==> src/rtl/sci_acc_ingress_arb.sv <==
// sci_acc_ingress_arb
// Multi-channel ingress stage for accelerator op packets. Each of NUM_CH
// producers writes {data, one-hot mode, resolution} into its own circular
// FIFO; packets with a non-one-hot mode, or that arrive while their FIFO is
// full, are dropped and counted. A round-robin arbiter pops one packet per
// cycle into a registered valid/ready output stage.
//
// Ports:
//   clk, rst_n          clock, synchronous active-low reset
//   in_pkt_valid        per-channel packet valid
//   in_op_pkt__data/mode/res  flattened per-channel payload (channel i at slice i)
//   in_ready            per-channel FIFO-not-full
//   in_pkt_dropd        one-cycle drop pulse per channel (registered)
//   out_pkt_valid, out_op_pkt__data/mode/res, out_ch   registered output packet
//   out_ready           downstream accept
//   drop_cnt            saturating total of dropped packets
module sci_acc_ingress_arb #(
  parameter int DATA_WIDTH = 32,
  parameter int NUM_MODES  = 4,
  parameter int RES_WIDTH  = 8,
  parameter int NUM_CH     = 4,
  parameter int FIFO_DEPTH = 4,
  parameter int DROP_CNT_W = 16,
  localparam int CH_W      = $clog2(NUM_CH)
) (
  input  logic                            clk,
  input  logic                            rst_n,
  input  logic [NUM_CH-1:0]               in_pkt_valid,
  input  logic [NUM_CH*DATA_WIDTH-1:0]    in_op_pkt__data,
  input  logic [NUM_CH*NUM_MODES-1:0]     in_op_pkt__mode,
  input  logic [NUM_CH*RES_WIDTH-1:0]     in_op_pkt__res,
  output logic [NUM_CH-1:0]               in_ready,
  output logic [NUM_CH-1:0]               in_pkt_dropd,
  output logic                            out_pkt_valid,
  output logic [DATA_WIDTH-1:0]           out_op_pkt__data,
  output logic [NUM_MODES-1:0]            out_op_pkt__mode,
  output logic [RES_WIDTH-1:0]            out_op_pkt__res,
  output logic [CH_W-1:0]                 out_ch,
  input  logic                            out_ready,
  output logic [DROP_CNT_W-1:0]           drop_cnt
);

  localparam int PW = DATA_WIDTH + NUM_MODES + RES_WIDTH;
  localparam int AW = $clog2(FIFO_DEPTH);
  localparam int CW = AW + 1;
  localparam int NW = CH_W + 1;
  localparam int SW = DROP_CNT_W + NW;

  function automatic logic is_onehot(input logic [NUM_MODES-1:0] m);
    int n;
    n = 0;
    for (int b = 0; b < NUM_MODES; b++) n += int'(m[b]);
    return (n == 1);
  endfunction

  function automatic logic [NW-1:0] popcount(input logic [NUM_CH-1:0] v);
    logic [NW-1:0] n;
    n = '0;
    for (int b = 0; b < NUM_CH; b++) n = n + NW'(v[b]);
    return n;
  endfunction

  // Saturating accumulate: the counter sticks at all-ones instead of wrapping.
  function automatic logic [DROP_CNT_W-1:0] sat_add(input logic [DROP_CNT_W-1:0] a,
                                                   input logic [NW-1:0] b);
    logic [SW-1:0] sum;
    sum = SW'(a) + SW'(b);
    if (sum > SW'({DROP_CNT_W{1'b1}})) return '1;
    return sum[DROP_CNT_W-1:0];
  endfunction

  logic [PW-1:0]     mem    [NUM_CH][FIFO_DEPTH];
  logic [AW-1:0]     wr_ptr [NUM_CH];
  logic [AW-1:0]     rd_ptr [NUM_CH];
  logic [CW-1:0]     cnt    [NUM_CH];
  logic [PW-1:0]     wr_pkt [NUM_CH];
  logic [PW-1:0]     head   [NUM_CH];
  logic [NUM_CH-1:0] full, nonempty, push, drop, pop;
  logic [CH_W-1:0]   rr_ptr, grant;
  logic              found, load;

  // Output stage registers
  logic              vld_p0;
  logic [PW-1:0]     pkt_p0;
  logic [CH_W-1:0]   ch_p0;

  // Ingress classification: fullness is taken from the registered count, so
  // a full FIFO refuses a push even if it is popped at the same edge.
  always_comb begin
    full     = '0;
    nonempty = '0;
    push     = '0;
    drop     = '0;
    for (int i = 0; i < NUM_CH; i++) begin
      wr_pkt[i]   = {in_op_pkt__data[i*DATA_WIDTH +: DATA_WIDTH],
                     in_op_pkt__mode[i*NUM_MODES +: NUM_MODES],
                     in_op_pkt__res[i*RES_WIDTH +: RES_WIDTH]};
      head[i]     = mem[i][rd_ptr[i]];
      full[i]     = (cnt[i] == CW'(FIFO_DEPTH));
      nonempty[i] = (cnt[i] != '0);
      push[i]     = in_pkt_valid[i] && is_onehot(in_op_pkt__mode[i*NUM_MODES +: NUM_MODES])
                    && !full[i];
      drop[i]     = in_pkt_valid[i] && !push[i];
    end
  end

  assign in_ready = ~full;

  // Round-robin grant: first non-empty channel above rr_ptr, then wrap to
  // the lowest non-empty channel at or below it.
  always_comb begin
    grant = '0;
    found = 1'b0;
    for (int i = 0; i < NUM_CH; i++) begin
      if (!found && nonempty[i] && (CH_W'(i) > rr_ptr)) begin
        found = 1'b1;
        grant = CH_W'(i);
      end
    end
    for (int i = 0; i < NUM_CH; i++) begin
      if (!found && nonempty[i] && (CH_W'(i) <= rr_ptr)) begin
        found = 1'b1;
        grant = CH_W'(i);
      end
    end
  end

  always_comb begin
    load = (!vld_p0 || out_ready) && (|nonempty);
    pop  = '0;
    for (int i = 0; i < NUM_CH; i++) pop[i] = load && (grant == CH_W'(i));
  end

  // FIFO storage carries data only and needs no reset
  always_ff @(posedge clk) begin
    for (int i = 0; i < NUM_CH; i++) begin
      if (push[i]) mem[i][wr_ptr[i]] <= wr_pkt[i];
    end
  end

  // Pointers, counts, drop accounting, arbiter state and output stage
  always_ff @(posedge clk) begin
    if (!rst_n) begin
      for (int i = 0; i < NUM_CH; i++) begin
        wr_ptr[i] <= '0;
        rd_ptr[i] <= '0;
        cnt[i]    <= '0;
      end
      in_pkt_dropd <= '0;
      drop_cnt     <= '0;
      rr_ptr       <= CH_W'(NUM_CH - 1);
      vld_p0       <= 1'b0;
      pkt_p0       <= '0;
      ch_p0        <= '0;
    end else begin
      for (int i = 0; i < NUM_CH; i++) begin
        if (push[i]) wr_ptr[i] <= wr_ptr[i] + AW'(1);
        if (pop[i])  rd_ptr[i] <= rd_ptr[i] + AW'(1);
        case ({push[i], pop[i]})
          2'b10:   cnt[i] <= cnt[i] + CW'(1);
          2'b01:   cnt[i] <= cnt[i] - CW'(1);
          default: cnt[i] <= cnt[i];
        endcase
      end
      in_pkt_dropd <= drop;
      drop_cnt     <= sat_add(drop_cnt, popcount(drop));
      if (load) begin
        vld_p0 <= 1'b1;
        pkt_p0 <= head[grant];
        ch_p0  <= grant;
        rr_ptr <= grant;
      end else if (out_ready) begin
        vld_p0 <= 1'b0;
      end
    end
  end

  assign out_pkt_valid    = vld_p0;
  assign out_op_pkt__data = pkt_p0[PW-1 -: DATA_WIDTH];
  assign out_op_pkt__mode = pkt_p0[RES_WIDTH +: NUM_MODES];
  assign out_op_pkt__res  = pkt_p0[RES_WIDTH-1:0];
  assign out_ch           = ch_p0;

endmodule

==> config.mk <==
export PLATFORM = sky130hd
export DESIGN_NAME = sci_acc_ingress_arb
export DESIGN_NICKNAME = d
export VERILOG_FILES = /design/src/rtl/sci_acc_ingress_arb.sv
export SDC_FILE = /design/constraint.sdc
export NUM_CORES = 1
export LEC_CHECK = 0
export BUFFER_PORTS_ARGS = -buffer_cell sky130_fd_sc_hd__buf_2
export CORE_ASPECT_RATIO = 1.4
export CORE_UTILIZATION = 52
export CTS_CLUSTER_DIAMETER = 100
export DETAILED_ROUTE_END_ITERATION = 8
export PLACE_DENSITY_LB_ADDON = 0.05
export SLEW_MARGIN = 25
export SYNTH_ARGS = -nofsm -noshare
export SYNTH_HDL_FRONTEND = slang
export SYNTH_SLANG_ARGS = --single-unit
==> constraint.sdc <==
create_clock -name clk -period 4.8 [get_ports clk]
set_input_delay 0.24 -clock clk [delete_from_list [all_inputs] [get_ports clk]]
set_output_delay 0.24 -clock clk [all_outputs]
set_load 0.01 [all_outputs]
== Word level (Yosys, flattened, before mapping) ==
Memories as Yosys holds them, arrays and structs flattened.
Index checks and enable logic that the tools add are counted.

* Register bits after elaboration: 69
* RAM bits: 732
* Input bits: 183
* Output and inout bits: 71
* Word-level logic and storage cells: 305
* Memories kept: 4

* $add $sub $neg: 32
* $lt $le $gt $ge: 22
* Equality and inequality tests: 19
* Mux-type cells: 128
* Bitwise logic cells: 30
* Reduce and logical (&&, ||, !) cells: 64

{| class="wikitable"
|+ Memory list
! name !! depth !! width !! rd ports !! clocked after Yosys merged registers in !! wr ports !! line !! RTL
|-
| mem || 4 || 176 || 4 || 0 || 4 || 72 || <nowiki>logic [PW-1:0] mem [NUM_CH][FIFO_DEPTH];</nowiki>
|-
| cnt || 4 || 3 || 4 || 0 || 4 || 75 || <nowiki>logic [CW-1:0] cnt [NUM_CH];</nowiki>
|-
| rd_ptr || 4 || 2 || 4 || 0 || 4 || 74 || <nowiki>logic [AW-1:0] rd_ptr [NUM_CH];</nowiki>
|-
| wr_ptr || 4 || 2 || 4 || 0 || 4 || 73 || <nowiki>logic [AW-1:0] wr_ptr [NUM_CH];</nowiki>
|}

{| class="wikitable"
|+ Operators by type and width
! operator !! count
|-
| $mux W176 || 4
|-
| $mux W44 || 14
|-
| $bmux W44 S2 || 5
|-
| $demux W44 S2 || 4
|-
| $mux W1 || 73
|-
| $logic_and A1 B1 Y1 || 36
|-
| $mux W3 || 12
|-
| $mux W16 || 2
|-
| $mux W2 || 14
|-
| $ge A3 B3 Y1 const B || 9
|-
| $not A2 Y3 || 9
|-
| $or A1 B1 Y1 || 20
|-
| $add A16 B3 Y17 || 1
|-
| $gt A17 B16 Y1 const B || 1
|-
| $add A2 B1 Y2 const B || 8
|-
| $add A3 B1 Y4 || 4
|-
| $eq A4 B1 Y1 const B || 4
|-
| $logic_not A1 Y1 || 16
|-
| $add A2 B1 Y3 || 5
|-
| $add A3 B1 Y3 const B || 4
|-
| $eq A2 B2 Y1 const B || 6
|-
| $eq A3 B3 Y1 const B || 4
|-
| $lt A3 B1 Y1 const B || 4
|-
| $reduce_bool A3 Y1 || 4
|-
| other kinds (14) || 32
|}

== Logic depth before layout (Yosys ltp) ==
An unclocked memory read counts as a cell.

* Depth in word-level cells: 41
* Depth in mapped cells: 18
* Depth with buffers taken out: 17

== Worst setup path after synthesis ==
No wires, ideal clock.

* Path type: in2reg
* From: input in_op_pkt__mode[0]
* To: register drop_cnt[10]
* Setup time: 0.133 ns
* Data arrival time: 3.889 ns
* Data required time: 4.667 ns
* Slack: 0.779 ns
* Cell stages on the path: 18
* Path buffers: 1
* Cells stage by stage: inv_1 fa_1 inv_1 ha_1 ha_1 nor2_1 nand4_1 nand2_1 fa_1 inv_1 fa_1 fa_1 and3_1 and4_1 nand2b_1 or2_2 clkbuf_1 a21oi_1

* Word-level cells in the longest chain between the ends: 16

{| class="wikitable"
|+ RTL lines
! item !! line !! RTL
|-
| from (decl) || 30 || <nowiki>input logic [NUM_CH*NUM_MODES-1:0] in_op_pkt__mode,</nowiki>
|-
| $add A1 B1 Y2 (*) || 52 || <nowiki>for (int b = 0; b < NUM_MODES; b++) n += int'(m[b]);</nowiki>
|-
| $add A2 B1 Y3 (*) || 52 ||
|-
| $add A3 B1 Y4 (*) || 52 ||
|-
| $eq A4 B1 Y1 (*) || 53 || <nowiki>return (n == 1);</nowiki>
|-
| $logic_and A1 B1 Y1 (*) || 101 || <nowiki>push[i] = in_pkt_valid[i] && is_onehot(in_op_pkt__mode[i*NUM_MODES +: NUM_MODES])</nowiki>
|-
| $logic_and A1 B1 Y1 (*) || 102 || <nowiki>&& !full[i];</nowiki>
|-
| $logic_not A1 Y1 (*) || 103 || <nowiki>drop[i] = in_pkt_valid[i] && !push[i];</nowiki>
|-
| $logic_and A1 B1 Y1 (*) || 103 ||
|-
| $add A1 B1 Y2 (*) || 59 || <nowiki>for (int b = 0; b < NUM_CH; b++) n = n + NW'(v[b]);</nowiki>
|-
| $add A2 B1 Y3 (*) || 59 ||
|-
| $add A3 B1 Y3 (*) || 59 ||
|-
| $add A16 B3 Y17 (*) || 67 || <nowiki>sum = SW'(a) + SW'(b);</nowiki>
|-
| $gt A17 B16 Y1 || 68 || <nowiki>if (sum > SW'({DROP_CNT_W{1'b1}})) return '1;</nowiki>
|-
| $mux W1 || 68 ||
|-
| $mux W1 || 143 || <nowiki>if (!rst_n) begin</nowiki>
|-
| $mux W16 (*) || 69 || <nowiki>return sum[DROP_CNT_W-1:0];</nowiki>
|-
| to (signal assigned) || 166 || <nowiki>drop_cnt <= sat_add(drop_cnt, popcount(drop));</nowiki>
|-
| to (decl) || 40 || <nowiki>output logic [DROP_CNT_W-1:0] drop_cnt</nowiki>
|}

Every way passes the cells marked *; elsewhere a longest branch is shown, timed or not. The select of a mux whose other input is x is not followed.
A chain may end at the register's enable or synchronous reset.

== Worst setup path in the final report ==
* From: input in_op_pkt__mode[0]
* To: register drop_cnt[9]

Same word-level chain as after synthesis.

==> impl_metrics.toml <==
[cts]
cts.repair.resized = 0
cts_inserted_buffers = 76
cts_sinks = 801
clk_latency_ns = 0.62
clk_transition_reported_paths_ns = 0.06
tritoncts = "yes"
root_buffer = "clkbuf_16"
ctsHoldBuffers = 180
cts_buffer_depth = 3
cts_setup_buffers = 0
cts_max_level = 3

[critical_path]
cp_common_cell = "fa_1"
endpoint_kind = "flip-flop"
cpPeakStageDelay_ns = 0.56
worstPathMaxFanout = 11
arrival_ns = 4.83
start_kind = "input port"
path_cells = "dlygate4sd3_1 -> buf_2 -> inv_1 -> fa_1 -> inv_1 -> ha_1 -> ha_1 -> nor2_1 -> nand4_1 -> nand2_1 -> fa_1 -> inv_1 -> fa_1 -> fa_1 -> and3_1 -> and4_1 -> nand2b_1 -> or2_2 -> a21oi_1"
critPathKind = "input port to flip-flop"
crit_path_top_delay_cell = "fa_1"
cp.required_ns = 5.28

[synth]
syn_area_per_cell_um2 = 19.7
synthCells = 1595
yosysWarnings = 0
ys_async_sr_fraction_pct = 0
synth_area_mm2 = 0.0314
synth-main-ff-cell = "edfxtp_1"
synth_cell_types = 55
synthesis.nets = 1824
synth-edff-count = 732
ys_seq_area_share_pct = 74.4
ys_seq_elements = 801

[timing]
setup-tns-final_ns = 0
min_period_over_period_pct = 90.6
finalCriticalPeriod_ns = 4.35
finalSetupViolations = 0
final_max_slew_viol_count = 0
finClkSkew_ns = 0.0245
worstMarginPinSlew_ns = 0.996
rsz0062_at_grt = "false"
hold_viol = 0
fmax_mhz = 230
max_slew_margin_pct = 33.5

[global_route]
grt_max_degree = 69
antenna_found_initial = 7
grt_remaining_overflow = 0
first_global_vias = 17500
grt_pass1_wl_um = 112000
grtUsageTotal_pct = 25.1

[drt]
wl_per_cell_um = 25.9
dr.pass1.iters = 7
drc = 0
ant_nets = 0
viasPerCell = 5.75
vias = 16600
drt_iter0_markers = 1136
routed_wl_um = 74700

[run_status]
status = "completed"

[power]
p_sw_mw = 5.53
pwr-share-seq_pct = 43.6
cellLeakagePower_nw = 13.3
power.density_mw_per_mm2 = 501
p_int_mw = 13.5
combPwrFrac_pct = 25.5
peakVddDrop_v = 0.000443
clock_power_share_pct = 30.9
sw_frac_of_total_pct = 29.0

[place]
dp_hpwl_um = 49100
port-buffer-count = 253
dp.cells = 2567
placed_area_mm2 = 0.0338
gp_congestion = 0.812

[floorplan]
dieHeight_um = 293
die_area_mm2 = 0.0614
core_mm2 = 0.0597
start_util_pct = 52.6
ioPinCount = 254
die_w_um = 210
rows = 106

[layout]
fin_cells = 2886
area_delta_synth_final_pct = 21.2
design_area_mm2 = 0.0381
drive_above_1_share_pct = 28.5
nFillCells = 4266
nets = 2299

[worst_hold_path]
hold_class = "input port to flip-flop"

[job]
cap_violations = 0
cells in the final DEF, fill, tap and decap left out, types with 6 or more instances in the layout:
cell type,n
edfxtp_1,732
buf_2,253
dlygate4sd3_1,180
mux4_2,176
clkbuf_16,80
dfxtp_1,69
inv_1,63
mux2i_1,56
nand3_1,50
nand2_1,48
nor2_1,45
o221ai_1,36
ha_1,36
a21oi_1,35
buf_4,22
clkbuf_1,18
buf_12,17
and2_2,16
o21ai_0,14
nor3_1,14
clkinv_1,12
and3_1,11
clkinv_2,11
o21a_1,10
xor2_1,10
fa_1,10
nand4_1,8
a31oi_1,8
xnor2_1,8
nand2b_1,7
mux2_1,6
bufinv_16,6
synth_stat cells, types with 2 or more instances:
cell type	instances	area, um2
a211o_1	2	17.5
a211oi_1	2	15.0
a21o_1	3	22.5
a21oi_1	35	175
a22o_1	3	26.3
a311oi_1	3	26.3
a31oi_1	8	50.1
and2_1	18	113
and3_1	11	68.8
buf_2	32	160
buf_4	4	30.0
buf_6	2	22.5
clkbuf_1	37	139
dfxtp_1	69	1380
edfxtp_1	732	22000
fa_1	10	200
ha_1	36	450
inv_1	63	236
mux2_1	6	67.6
mux2i_1	56	561
mux4_2	176	3960
nand2_1	48	180
nand2_2	2	12.5
nand2b_1	7	43.8
nand3_1	50	250
nand3_2	3	30.0
nand4_1	8	50.1
nor2_1	45	169
nor2b_1	5	31.3
nor3_1	14	70.1
nor3_4	3	48.8
o21a_1	10	75.1
o21ai_0	14	70.1
o221ai_1	36	315
o31ai_1	4	30.0
or3_1	3	18.8
xnor2_1	8	70.1
xor2_1	10	87.6
cell type report:
class                      instances  area (um2)  share of cell area, %
clock buffer                     100        2100                   5.51
clock inverter                    33         330                  0.868
sequential                       801       23400                   61.4
antenna                            5        12.5                 0.0329
multi-input combinational        654        7490                   19.7
inverter                          64         240                  0.631
timing repair buffer             473        3590                   9.43
tap                              756         946                   2.48
stage by stage:
step / util, % / hold WS (ns) / power, mW / setup WS [ns]
2_1_floorplan: - / 0.339 / 11.6 / 0.779
3_3_place_gp: 56.6 / 0.450 / 13.3 / 0.387
3_5_place_dp: 56.6 / 0.456 / 13.3 / 0.348
4_1_cts: 63.7 / 0.00181 / 19.3 / 0.453
5_1_grt: 63.8 / 0.0127 / 19.8 / 0.209
6_report: 63.8 / 0.0246 / 19.1 / 0.452
worst paths after layout:
check | startpoint | end | slack, ns | depth (start not counted)
worst max-delay path | in_op_pkt__mode[0] | drop_cnt[9]$_SDFF_PN0_ | 0.45 | 19
worst min-delay path | in_pkt_valid[2] | in_pkt_dropd[2]$_SDFF_PN0_ | 0.02 | 2
worst max register to register | cnt[3][0]$_DFFE_PP_ | cnt[1][2]$_SDFFCE_PN0P_ | 0.91 | 15
worst min register to register | pkt_p0[7]$_SDFFE_PN0P_ | pkt_p0[7]$_SDFFE_PN0P_ | 0.49 | 2
per-layer routing:
layer	vias to the layer above	share of wire (%)	global-route usage, %
met3	86	4.6	3.63
met1	8649	40	31.6
li1	7411	-	-
met2	446	54	45.0
met4	6	2.1	7.33
met5	-	0.047	0
sequential cells by signal (all words and copies together) (netlist names):
signal         cells
out_pkt_valid      1
mem              704
wr_ptr             8
rd_ptr             8
rr_ptr             2
cnt               12
pkt_p0            44
drop_cnt          16
in_pkt_dropd       4
out_ch             2
power by group through the flow:
stage | Combinational, mW | Sequential, mW | Clock (mW)
floorplan | 3.11 | 8.45 | 0
global placement | 4.80 | 8.46 | 0
detailed placement | 4.85 | 8.47 | 0
CTS | 5.00 | 8.32 | 6.01
global route | 5.24 | 8.35 | 6.25
finish | 4.86 | 8.32 | 5.89
critical path, delay by kind of cell:
kind | cells | cell delay (ns)
adder cells (fa/ha/maj) | 6 | 2.38
buffers and inverters | 5 | 0.88
AND/OR/NAND/NOR | 7 | 1.21
AO/OA/AOI/OAI | 1 | 0.10
logic make-up (layout without fill, tap and decap cells):
| kind of cell | after synthesis | after routing | share of synthesized area [%] |
|---|---|---|---|
| flip-flops | 801 | 801 | 74.4 |
| multiplexers | 238 | 238 | 14.6 |
| AND/OR/NAND/NOR | 223 | 223 | 3.62 |
| buffers and inverters | 140 | 670 | 1.90 |
| AO/OA/AOI/OAI | 129 | 129 | 2.93 |
| adder cells (fa/ha/maj) | 46 | 46 | 2.07 |
| XOR/XNOR | 18 | 18 | 0.502 |
| other | 0 | 5 | 0 |
Power figures use the tool's default switching activity.
